==> src/rtl/wb_pkg.sv <==
// wb_pkg: shared types and load funct3 encodings for the writeback stage.
package wb_pkg;
    typedef enum logic [1:0] {
        RES_ALU       = 2'b00,
        RES_MEM       = 2'b01,
        RES_PC_PLUS   = 2'b10,
        RES_LUI_AUIPC = 2'b11
    } result_src_e;

    localparam logic [2:0] F3_LB  = 3'b000;
    localparam logic [2:0] F3_LH  = 3'b001;
    localparam logic [2:0] F3_LW  = 3'b010;
    localparam logic [2:0] F3_LD  = 3'b011;
    localparam logic [2:0] F3_LBU = 3'b100;
    localparam logic [2:0] F3_LHU = 3'b101;
    localparam logic [2:0] F3_LWU = 3'b110;
endpackage

==> src/rtl/wb_load_ext.sv <==
// wb_load_ext: combinational load aligner and sign/zero extender.
module wb_load_ext
    import wb_pkg::*;
#(
    parameter int XLEN = 32,
    localparam int OFF_W = $clog2(XLEN / 8)
) (
    input  logic [XLEN-1:0]  data,
    input  logic [2:0]       funct3,
    input  logic [OFF_W-1:0] off,
    output logic [XLEN-1:0]  ext
);
    logic [XLEN-1:0] shifted;
    logic [XLEN-1:0] sxb, sxh, sxw, zxb, zxh, zxw;

    always_comb begin
        shifted = data >> {off, 3'b000};
        sxb     = XLEN'($signed(shifted[7:0]));
        sxh     = XLEN'($signed(shifted[15:0]));
        sxw     = XLEN'($signed(shifted[31:0]));
        zxb     = XLEN'(shifted[7:0]);
        zxh     = XLEN'(shifted[15:0]);
        zxw     = XLEN'(shifted[31:0]);
        case (funct3)
            F3_LB:   ext = sxb;
            F3_LH:   ext = sxh;
            F3_LW:   ext = sxw;
            F3_LBU:  ext = zxb;
            F3_LHU:  ext = zxh;
            F3_LWU:  ext = zxw;
            default: ext = shifted;
        endcase
    end
endmodule

==> src/rtl/stage_writeback_ext.sv <==
// stage_writeback_ext: writeback register with stall/flush, x0 suppression and instret counter.
// Load alignment/extension is built only when STAGE_WB_LOAD_EXT_EN is defined.
module stage_writeback_ext
    import wb_pkg::*;
#(
    parameter int XLEN       = 32,
    parameter int REG_ADDR_W = 5,
    parameter int CNT_W      = 64,
    localparam int OFF_W     = $clog2(XLEN / 8)
) (
    input  logic                  clk,
    input  logic                  rst_n,
    input  logic                  mem_valid,
    input  logic [REG_ADDR_W-1:0] mem_rd,
    input  logic [1:0]            mem_result_src,
    input  logic [XLEN-1:0]       mem_alu_result,
    input  logic [XLEN-1:0]       mem_read_data,
    input  logic [XLEN-1:0]       mem_instr_addr_plus,
    input  logic                  mem_regfile_wr_enable,
    input  logic [2:0]            mem_funct3,
    input  logic [OFF_W-1:0]      mem_byte_off,
    input  logic                  wb_stall,
    input  logic                  wb_flush,
    input  logic                  csr_instret_we,
    input  logic [CNT_W-1:0]      csr_instret_wdata,
    output logic                  wb_valid,
    output logic [REG_ADDR_W-1:0] wb_rd,
    output logic [XLEN-1:0]       wb_write_data,
    output logic                  wb_regfile_wr_enable,
    output logic [CNT_W-1:0]      wb_instret
);
    logic [XLEN-1:0] load_data;
    logic [XLEN-1:0] result;
    logic            capture;

`ifdef STAGE_WB_LOAD_EXT_EN
    wb_load_ext #(.XLEN(XLEN)) u_load_ext (
        .data   (mem_read_data),
        .funct3 (mem_funct3),
        .off    (mem_byte_off),
        .ext    (load_data)
    );
`else
    // Alignment lives in the memory stage in this build.
    logic unused_load_ctrl;
    assign unused_load_ctrl = ^{mem_funct3, mem_byte_off};
    assign load_data = mem_read_data;
`endif

    always_comb begin
        capture = !wb_stall && !wb_flush;
        result  = (mem_result_src == RES_MEM)     ? load_data :
                  (mem_result_src == RES_PC_PLUS) ? mem_instr_addr_plus : mem_alu_result;
    end

    always_ff @(posedge clk or negedge rst_n) begin
        if (!rst_n) begin
            wb_valid             <= 1'b0;
            wb_rd                <= '0;
            wb_write_data        <= '0;
            wb_regfile_wr_enable <= 1'b0;
            wb_instret           <= '0;
        end else begin
            if (wb_flush) begin
                wb_valid             <= 1'b0;
                wb_regfile_wr_enable <= 1'b0;
            end else if (!wb_stall) begin
                wb_valid             <= mem_valid;
                wb_rd                <= mem_rd;
                wb_write_data        <= result;
                wb_regfile_wr_enable <= mem_valid && mem_regfile_wr_enable && (mem_rd != '0);
            end
            // A CSR write overrides a same-cycle retirement.
            if (csr_instret_we)
                wb_instret <= csr_instret_wdata;
            else if (capture && mem_valid)
                wb_instret <= wb_instret + CNT_W'(1);
        end
    end
endmodule
==> config.mk <==
export PLATFORM = sky130hd
export DESIGN_NAME = stage_writeback_ext
export DESIGN_NICKNAME = d
export VERILOG_FILES = /design/src/rtl/wb_pkg.sv /design/src/rtl/wb_load_ext.sv /design/src/rtl/stage_writeback_ext.sv
export SDC_FILE = /design/constraint.sdc
export NUM_CORES = 1
export LEC_CHECK = 0
export CORE_MARGIN = 2
export CORE_UTILIZATION = 38
export CTS_CLUSTER_DIAMETER = 100
export DETAILED_ROUTE_END_ITERATION = 16
export PLACE_DENSITY = 0.77
export RECOVER_POWER = 25
export SETUP_SLACK_MARGIN = 0.02
export SYNTH_ARGS = -nofsm -noshare
export SYNTH_HDL_FRONTEND = slang
export SYNTH_SLANG_ARGS = --single-unit
==> constraint.sdc <==
create_clock -name clk -period 2.45 [get_ports clk]
set_input_delay 0.3675 -clock clk [delete_from_list [all_inputs] [get_ports clk]]
set_output_delay 0.3675 -clock clk [all_outputs]
set_load 0.03 [all_outputs]
---- Word level (Yosys, flattened, before mapping) ----
Cells that the tools add are included.
storage, ports and cells
  bits in registers ....................... 103
  input bits .............................. 179
  output and inout port bits .............. 103
cells by class
  add/sub/neg operators ................... 1
  eq/ne operators ......................... 3
  muxes and demuxes ....................... 8
  bitwise operators ....................... 2
  reduce and logical (&&, ||, !) cells .... 9
operator list
  operator                                                         count
  64-bit 2-to-1 mux                                                2
  64-bit by 1-bit adder with 64-bit output, second input constant  1
  32-bit 2-to-1 mux                                                2
  5-bit nonzero test                                               1
  1-bit logical AND                                                4
  1-bit 2-to-1 mux                                                 4
  2-bit by 1-bit == test with 1-bit output, second input constant  1
  2-bit == test, second input constant                             1
  1-bit zero test                                                  2
  2-bit by 1-bit != test with 1-bit output, second input constant  1
  1-bit NOT                                                        2
  2-bit AND reduction                                              1
  2-bit nonzero test                                               1

---- Logic depth before layout (Yosys ltp) ----
Gate-level depths: netlist of the first run.
  word-level depth ........................ 5
  gate-level depth with buffers ........... 8

---- Worst setup path before layout of the first run ----
No wires, ideal clock.
  path type ............................... input port to flip-flop
  from .................................... in wb_flush
  to ...................................... reg wb_instret[60]
  data arrival time ....................... 2,456 ps
  setup slack ............................. -147 ps
  cell stages on the path ................. 8
  path through ............................ or2_1 buf_6 or4_4 or4_1 buf_2 clkbuf_1 o41ai_1 a31oi_1
on the way
  cells in the longest elaborated chain, start to end .. 4
RTL lines
  item                          line                       source
  from (decl)                   stage_writeback_ext.sv:23  input logic wb_flush,
  1-bit zero test               stage_writeback_ext.sv:51  capture = !wb_stall && !wb_flush;
  1-bit logical AND             stage_writeback_ext.sv:51
  1-bit logical AND             stage_writeback_ext.sv:76  else if (capture && mem_valid)
  2-bit nonzero test (no line)  n/a
  to (signal assigned)          stage_writeback_ext.sv:75  wb_instret <= csr_instret_wdata;
  to (signal assigned)          stage_writeback_ext.sv:77  wb_instret <= wb_instret + CNT_W'(1);
  to (decl)                     stage_writeback_ext.sv:30  output logic [CNT_W-1:0] wb_instret
No other way between the ends.
A chain may end at the register's enable or synchronous reset.

---- Worst setup path after layout of the first run ----
  from .................................... reg wb_instret[4]
  to ...................................... reg wb_instret[42]
on the way
  cells in the longest elaborated chain, start to end .. 3
RTL lines
  item                                      line                       source
  64-bit by 1-bit adder with 64-bit output  stage_writeback_ext.sv:77
  64-bit 2-to-1 mux                         stage_writeback_ext.sv:76
  64-bit 2-to-1 mux                         stage_writeback_ext.sv:74  if (csr_instret_we)
No other way between the ends. The select of a mux whose other input is x is not followed.

==> results of run 1 <==
-- worst paths after layout --
path                                         startpoint  slack [ns]                                to
max                           wb_instret[4]$_DFFE_PN0P_      -0.009        wb_instret[42]$_DFFE_PN0P_
min                                               rst_n        0.20        wb_instret[18]$_DFFE_PN0P_
max reg2reg                   wb_instret[4]$_DFFE_PN0P_      -0.009        wb_instret[42]$_DFFE_PN0P_
min reg2reg                wb_write_data[2]$_DFFE_PN0P_        0.48      wb_write_data[2]$_DFFE_PN0P_
max in group asynchronous                         rst_n        0.47         wb_instret[6]$_DFFE_PN0P_
min in group clk                               wb_flush        0.40  wb_regfile_wr_enable$_DFFE_PN0P_
-- worst reg2reg max path, cell delays in order (launching register included) --
cell	delay [ns]
sky130_fd_sc_hd__dfrtp_2	0.36
sky130_fd_sc_hd__nand4_1	0.12
sky130_fd_sc_hd__or4_4	0.52
sky130_fd_sc_hd__or4_4	0.53
sky130_fd_sc_hd__buf_6	0.16
sky130_fd_sc_hd__or4_4	0.50
sky130_fd_sc_hd__a31oi_1	0.18
-- state kept, by name (all words and copies together) (netlist names) --
name and count:
wb_instret 64, wb_rd 5, wb_regfile_wr_enable 1, wb_valid 1, wb_write_data 32
-- layer usage --
| layer | vias up | global-route usage, % |
|---|---|---|
| li1 | 3229 | - |
| met1 | 3131 | 27.6 |
| met2 | 314 | 39.8 |
| met3 | 45 | 6.31 |
| met4 | 0 | 9.62 |
| met5 | - | 0 |
-- Yosys cell counts, types with 2 or more instances --
cell                       number  area [µm²]
sky130_fd_sc_hd__nor2b_1        2        12.5
sky130_fd_sc_hd__or2_2          2        12.5
sky130_fd_sc_hd__o21ai_0      113         566
sky130_fd_sc_hd__nand3_1       20         100
sky130_fd_sc_hd__or3_1          7        43.8
sky130_fd_sc_hd__a31oi_1       20         125
sky130_fd_sc_hd__nor2_1        32         120
sky130_fd_sc_hd__o31ai_1       11        82.6
sky130_fd_sc_hd__xor2_1        12         105
sky130_fd_sc_hd__nand4_1       29         181
sky130_fd_sc_hd__clkbuf_1      42         158
sky130_fd_sc_hd__nor4_1        18         113
sky130_fd_sc_hd__nand2_1      150         563
sky130_fd_sc_hd__o41ai_1        3        26.3
sky130_fd_sc_hd__and2_1         3        18.8
sky130_fd_sc_hd__a21oi_1        2        10.0
sky130_fd_sc_hd__and4_1         7        61.3
sky130_fd_sc_hd__mux2i_1       33         330
sky130_fd_sc_hd__and3_1         8        50.1
sky130_fd_sc_hd__nand4b_1       3        26.3
sky130_fd_sc_hd__xnor2_1       30         263
sky130_fd_sc_hd__nor3_1        14        70.1
sky130_fd_sc_hd__or4_1         13        97.6
sky130_fd_sc_hd__inv_1          9        33.8
sky130_fd_sc_hd__dfrtp_1      103        2580
sky130_fd_sc_hd__buf_1          9        33.8
sky130_fd_sc_hd__mux2_2        32         360
-- final cells by class --
type | instances | area share [%]
Multi-Input combinational cell | 573 | 35.5
Timing Repair Buffer | 332 | 32.3
Sequential cell | 103 | 26.3
Tap cell | 216 | 2.74
Clock buffer | 13 | 2.54
Inverter | 9 | 0.343
Clock inverter | 3 | 0.216
Antenna cell | 1 | 0.0254
-- cell families after synthesis --
family / after synthesis / share of synthesized area, %
AOI/OAI and AO/OA: 152 / 13.4
buffers and inverters: 62 / 3.87
xor gates and xnor gates: 42 / 5.89
DFF: 103 / 41.3
muxes: 65 / 11.1
and+or+nand+nor: 313 / 24.3
adders and majority gates: 1 / 0.200
-- timing repair --
item                       in CTS  in global routing
resized for setup              12                  7
pin swaps                      11                  8
setup endpoints to repair       9                 10
setup buffers                   5                  1
-- power breakdown --
group,internal (mW),switching [mW]
clock network,0.722,0.652
logic,0.812,0.871
registers,1.89,0.182
==> metrics list, run 1 <==
* Die outline width: about 130 µm
* Nets: between 1000 and 1500
- The detailed router put a total of 8170 µm of wire on met1.
- In this run the tightest slew margin relative to its limit is 24.6%.
- CP max-delay cell: sky130_fd_sc_hd__or4_4
* Starting density of the core: 39.0%
- Counting flops with a built-in enable in the synthesized netlist gives 0.
- Leftover overflow at the end of global routing: 0
- Type of the tightest min-delay check: input pin to asynchronous set/reset pin
* Most Frequent Cell on Critical Path: sky130_fd_sc_hd__or4_4
- Power comes to about 5.1 mW.
* First-pass GRT wire length: 32900 µm
- The initialized floorplan defines between 40 and 50 standard-cell rows.
* Placed Cells: 1227
- The pre-antenna-repair detailed-routing pass consisted of 5 iterations.
- In the detailed route, the total length drawn on met3 is roughly 1700 µm.
* Post-detailed-route via-to-cell ratio: about 5.4
- When the netlist entered floorplanning its net count stood at slightly above 900.
- TritonCTS created 9 clock buffers.
- Syn Area/Cell: between 8 and 9 µm²
* Layout Skew: between 0.008 and 0.009 ns
* Minimum hold slack: about 0.20 ns
- The die covers approximately 17000 µm².
* Count of cells along the worst register-to-register path: 6
* Sequential area share after synthesis: around two fifths
- CTS sink count: between 100 and 150
- Most frequent standard cell in the layout excluding fill and tap cells: sky130_fd_sc_hd__clkdlybuf4s50_1
* Violation count after the first detailed-route iteration: a little over 400
- Number of buffers between clock root and the deepest sink: 2
- DP Area: ~9500 µm²
- Routability cong.: 0.899
- Setup violations remaining at the end of the flow were counted as 1.
- At the pin with the least slew margin, the transition time is 1.13 ns.
- Overall via count from detail_route: about 6700
- Counting I/O delays and the setup requirement, the final critical path takes 2.46 ns.
- Counting every instance in the synthesized netlist gives between 700 and 800.
* Biggest fanout along the worst timing path: 5
* Yosys synthesis warning count: 0
- Together, buffers and inverters on the worst path number 1.
- Area used by sequential logic in the layout: 2590 µm²
* Failing checks: negative setup slack
- The critical path in this run is classified as flop to flop.
- STA classifies the critical path startpoint as a flop.
- Flip-flop and latch count after synthesis: between 100 and 150
* Most frequent cells in the layout: 269 x sky130_fd_sc_hd__clkdlybuf4s50_1, 150 x sky130_fd_sc_hd__nand2_1, 113 x sky130_fd_sc_hd__o21ai_0
- Unique masters post-synth: 38
* Chain of cells forming the critical path: nand4_1 > or4_4 > or4_4 > buf_6 > or4_4 > a31oi_1
- TritonCTS built the clock tree.
- Final hold vios: 0
* Filler cells: roughly 1400
- STA puts the critical path data required time at 2.72 ns.
* Count of unresolved DRC violations after routing: 0
* Max Transition Viols Final: 0
- Cells with a size suffix above 1 make up around an eighth of the layout.
- The tree is rooted in a sky130_fd_sc_hd__clkbuf_16.
* Highest clock rate: between 400 and 500 MHz
- Dividing total power by cell area gives a power density of between 500 and 600 nW/µm².
* Y dimension of the die: between 100 and 150 µm
- Footprint of the multi-input gates: 3490 µm²
- Number of max-cap violations: 0
- Global routing consumed, over all layers together, a little under a quarter of the routing resources.
* Number of antenna violations at the first check in global routing: 1
- Setup tns final: -0.00888 ns
* Wire length after detailed routing: between 20000 and 25000 µm
- Leakage component of the power: just under 4 nW
- Once layout is complete, the cells apart from fillers number approximately 1300.
- Detailed-placement wirelength estimate: approximately 16000 µm
- Max stage delay on crit path: 0.53 ns
* Hold bufs inserted after CTS: 0
- Arrival time at the worst endpoint: about 2.7 ns
- The worst setup path is captured at a flop.
* CTS clock-pin slew for the worst setup and hold paths: ~0.070 ns
* Clock H-tree levels: 3
- Number of nets with antenna violations after detailed routing: 0
* Dominant synthesized flop cell: sky130_fd_sc_hd__dfrtp_1
- Wire length per cell: about 16 µm
- Number of top-level design ports: 282
- Detailed routing placed a total of around 10000 µm of wire on met2.
* Worst-case setup slack after placement: -0.505 ns
- Clock latency on the worst-skew pair, taken at its later pin, is between 0.3 and 0.4 ns.
- Entering global routing, the biggest net connects slightly above 70 pins.
- Once layout is done, the placed cells without fillers occupy 9850 µm².
- The number of global-route vias before repair is roughly 6500.
- For this run, asynchronously set or reset flops after synthesis account for 100%.
* Kind of cell adding the most delay to the critical path: simple AND/OR/NAND/NOR gates
* Result of the run: complete, but fails checks
- Number of logic stages on the critical path including buffering: 6
* Highest metal used: met4
- Setup slack of the critical path after layout: -0.00888 ns
* Unrepaired setup endpoints after global routing: yes
- IR Drop Worst-Case VDD: around 0.00035 V
* Share of the core filled with cells in the final layout: roughly 62%
- Area of the core: about 16000 µm²
* Synthesis-to-layout area growth: 57.7%
- Final Cycle Share: 100%
* Number of buffers inserted by port buffering: 276
- In this run the cell area of the synthesized design comes to around 6200 µm².
Power figures use the tool's default switching activity.
==> run 2: changes to the inputs <==
- SKIP_CTS_REPAIR_TIMING: default -> 1
==> metrics list, run 2 (synthesis results as in run 1) <==
- TritonCTS built the clock tree.
* Total Die Area: 17500 µm² (unchanged)
- The core area was 16000 µm² (unchanged).
* Count of unresolved DRC violations after routing: 0 (unchanged)
* Type of the setup path with the least slack: flop to flop
* Number of logic stages on the critical path including buffering: 5 (-1)
- The normalized max-slew margin was 24.6% (+0.078 points).
* Total buffers and inverters traversed by the critical path: 0 (-1)
* Final hold vios: 0 (unchanged)
- The total leakage power came to 3.87 nW (-0.51%).
- The number of maximum-capacitance violations is 0 (unchanged).
- The largest registers in the layout are wb_instret: 64 flops, wb_write_data: 32 flops, wb_rd: 5 flops.
- Layout Skew: 0.00746 ns (-0.000932 ns)
- Number of buffers inserted by port buffering: 276 (unchanged)
* Register ranked first by flip-flop count: wb_instret
- Worst reg2reg setup slack: 0.04 ns (+0.05 ns)
- The floorplan row count is 46 (unchanged).
- The number of primary I/O pins came to 282 (unchanged).
- Worst-skew pair later-pin latency: 0.35 ns (about the same)
* Setup tns final: 0 ns (+0.00888 ns)
- The number of optimization iterations in the first detailed-route pass is 7 (+2).
* Share of the core filled with cells in the final layout: 61.2% (-0.30 points)
- Grouping stages by cell kind, the critical path spends the most delay in simple AND/OR/NAND/NOR gates.
* Max stage delay on crit path: 0.63 ns (+0.10 ns)
* Synthesis-to-layout area growth: 57.0%
* Post-detailed-route via-to-cell ratio: 5.38 (+0.11%)
- The first-pass GRT wire length is 32500 µm (-1.2%).
- The effective utilization at floorplan came to 39.0% (unchanged).
- Worst-case setup slack after placement: -0.505 ns (unchanged)
- Slew of the pin with the lowest slew margin: 1.13 ns (-0.00117 ns)
- Clock buffer count from CTS: 9 (unchanged)
* Minimum hold slack: 0.204 ns (+0.00212 ns)
- The maximum vdd ir drop was 0.000354 V (+0.24%).
* Overall Power: 5.13 mW (about the same)
* Ratio of total power to cell area: 523 nW/µm² (+0.43%)
* Biggest fanout along the worst timing path: 8 (+3)
- The worst register-to-register path begins at wb_instret[4]$_DFFE_PN0P_.
* Root buf cell: sky130_fd_sc_hd__clkbuf_16
- The critical path goes through nand4_1 > or4_4 > or4_4 > or4_1 > a31oi_1.
- Y dimension of the die: 132 µm (unchanged)
- The final setup violation count was 0 (-1).
- The share of layout cells above drive strength 1 was 12.2% (-0.64 points).
* Routability cong.: 0.899 (unchanged)
- The flow ran to the end, and the final reports show no timing, DRC or antenna violations.
* Detailed-placement wirelength estimate: 15800 µm (unchanged)
- The smallest setup slack after layout was 0.0384 ns (+0.0473 ns).
- Largest register FFs: 64 (unchanged)
- The number of antenna violations at the first check in global routing is 1 (unchanged).
* CP max-delay cell: sky130_fd_sc_hd__or4_4
- The first-iteration detailed-routing DRC count came to 447 (+11%).
- In the layout the commonest cells are 269 x sky130_fd_sc_hd__clkdlybuf4s50_1, 150 x sky130_fd_sc_hd__nand2_1, 113 x sky130_fd_sc_hd__o21ai_0.
* CTS sink count: 103 (unchanged)
* Leftover overflow at the end of global routing: 0 (unchanged)
- Clock H-tree levels: 3 (unchanged)
* Most frequent standard cell in the layout excluding fill and tap cells: sky130_fd_sc_hd__clkdlybuf4s50_1
- Highest clock rate: 415 MHz (+2.0%)
- Wire length per cell: 16.6 µm (+1.3%)
* Kind of end point of the critical path: flop
- Wire length after detailed routing: 20700 µm (+1.0%)
* CTS clock-pin slew for the worst setup and hold paths: 0.07 ns (about the same)
- The global-route usage over all layers is 23.0% (-0.25 points).
- Nets: 1205 (-0.25%)
- Count of cells along the worst register-to-register path: 5 (-1)
- Final Cycle Share: 98.4% (-1.9 points)
- Number of buffers between clock root and the deepest sink: 2 (unchanged)
* Max Transition Viols Final: 0 (unchanged)
- In this design, the critical path's most frequently occurring cell is sky130_fd_sc_hd__or4_4.
- The required time of the critical path is 2.72 ns (about the same).
* Unrepaired setup endpoints after global routing: yes
- Number of nets with antenna violations after detailed routing: 0 (unchanged)
- Arrival time at the worst endpoint: 2.68 ns (-0.05 ns)
- The shortest period the worst path allows is 2.41 ns (-0.0473 ns).
* Largest net degree at the start of global routing: 71 (unchanged)
- Die outline width: 132 µm (unchanged)
* Type of the tightest min-delay check: input pin to asynchronous set/reset pin
- Crit Reg-Reg Endpoint: wb_instret[50]$_DFFE_PN0P_
* Overall via count from detail_route: 6710 (-0.13%)
* Vias in the first global route: 6452 (-1.1%)
* Critical path launch point type: flop
## run 2: cell count changes in the layout (fill, tap and decap cells not counted), sizes merged
cell / delta
dlymetal6s2s: +3
clkbuf: -1
dlygate4sd2: -1
or4: +1
clkdlybuf4s15: -1
buf: -4
## run 2: worst max path at each step
stage / start / end
after global placement: wb_flush / wb_instret[54]$_DFFE_PN0P_
after global routing: wb_instret[2]$_DFFE_PN0P_ / wb_instret[50]$_DFFE_PN0P_
final: wb_instret[4]$_DFFE_PN0P_ / wb_instret[50]$_DFFE_PN0P_
after CTS: wb_flush / wb_instret[54]$_DFFE_PN0P_
after detailed placement: wb_flush / wb_instret[58]$_DFFE_PN0P_
after floorplan: wb_flush / wb_instret[54]$_DFFE_PN0P_
## run 2: cell type report
| type | count | area [µm²] |
|---|---|---|
| antenna | 1 | 2.50 |
| clock buffer | 13 | 250 |
| clock inverter | 3 | 21.3 |
| fill | 1439 | 6200 |
| inverter | 9 | 33.8 |
| multi-input combinational | 574 | 3480 |
| sequential | 103 | 2590 |
| tap | 216 | 270 |
| timing repair buffer | 328 | 3150 |
## run 2: stage by stage
step / area (µm²) / instances
2_1_floorplan: 6280 / 738
3_3_place_gp: 9480 / 1227
3_5_place_dp: 9480 / 1227
4_1_cts: 9750 / 1243
5_1_grt: 9800 / 1246
6_report: 9800 / 1247
## run 2: metal layers
layer | GRT usage [%] | up-vias | share of wire, %
met1 | 27.6 | 3136 | 40
met5 | 0 | - | 0
met3 | 5.92 | 36 | 8.1
li1 | - | 3225 | -
met4 | 9.14 | 0 | 3.0
met2 | 39.4 | 313 | 49
## run 2: report_power, final
part / leakage (nW) / internal (mW) / switching [mW]
Clock: 0.130 / 0.722 / 0.651
Sequential: 1.22 / 1.89 / 0.181
Combinational: 2.52 / 0.812 / 0.871
Total: 3.87 / 3.42 / 1.70
==> run 3: changes to the inputs <==
- CTS_CLUSTER_DIAMETER: 100 -> default
==> results of run 3 <==
Final layout, timing and power as in run 2 (identical DEF).
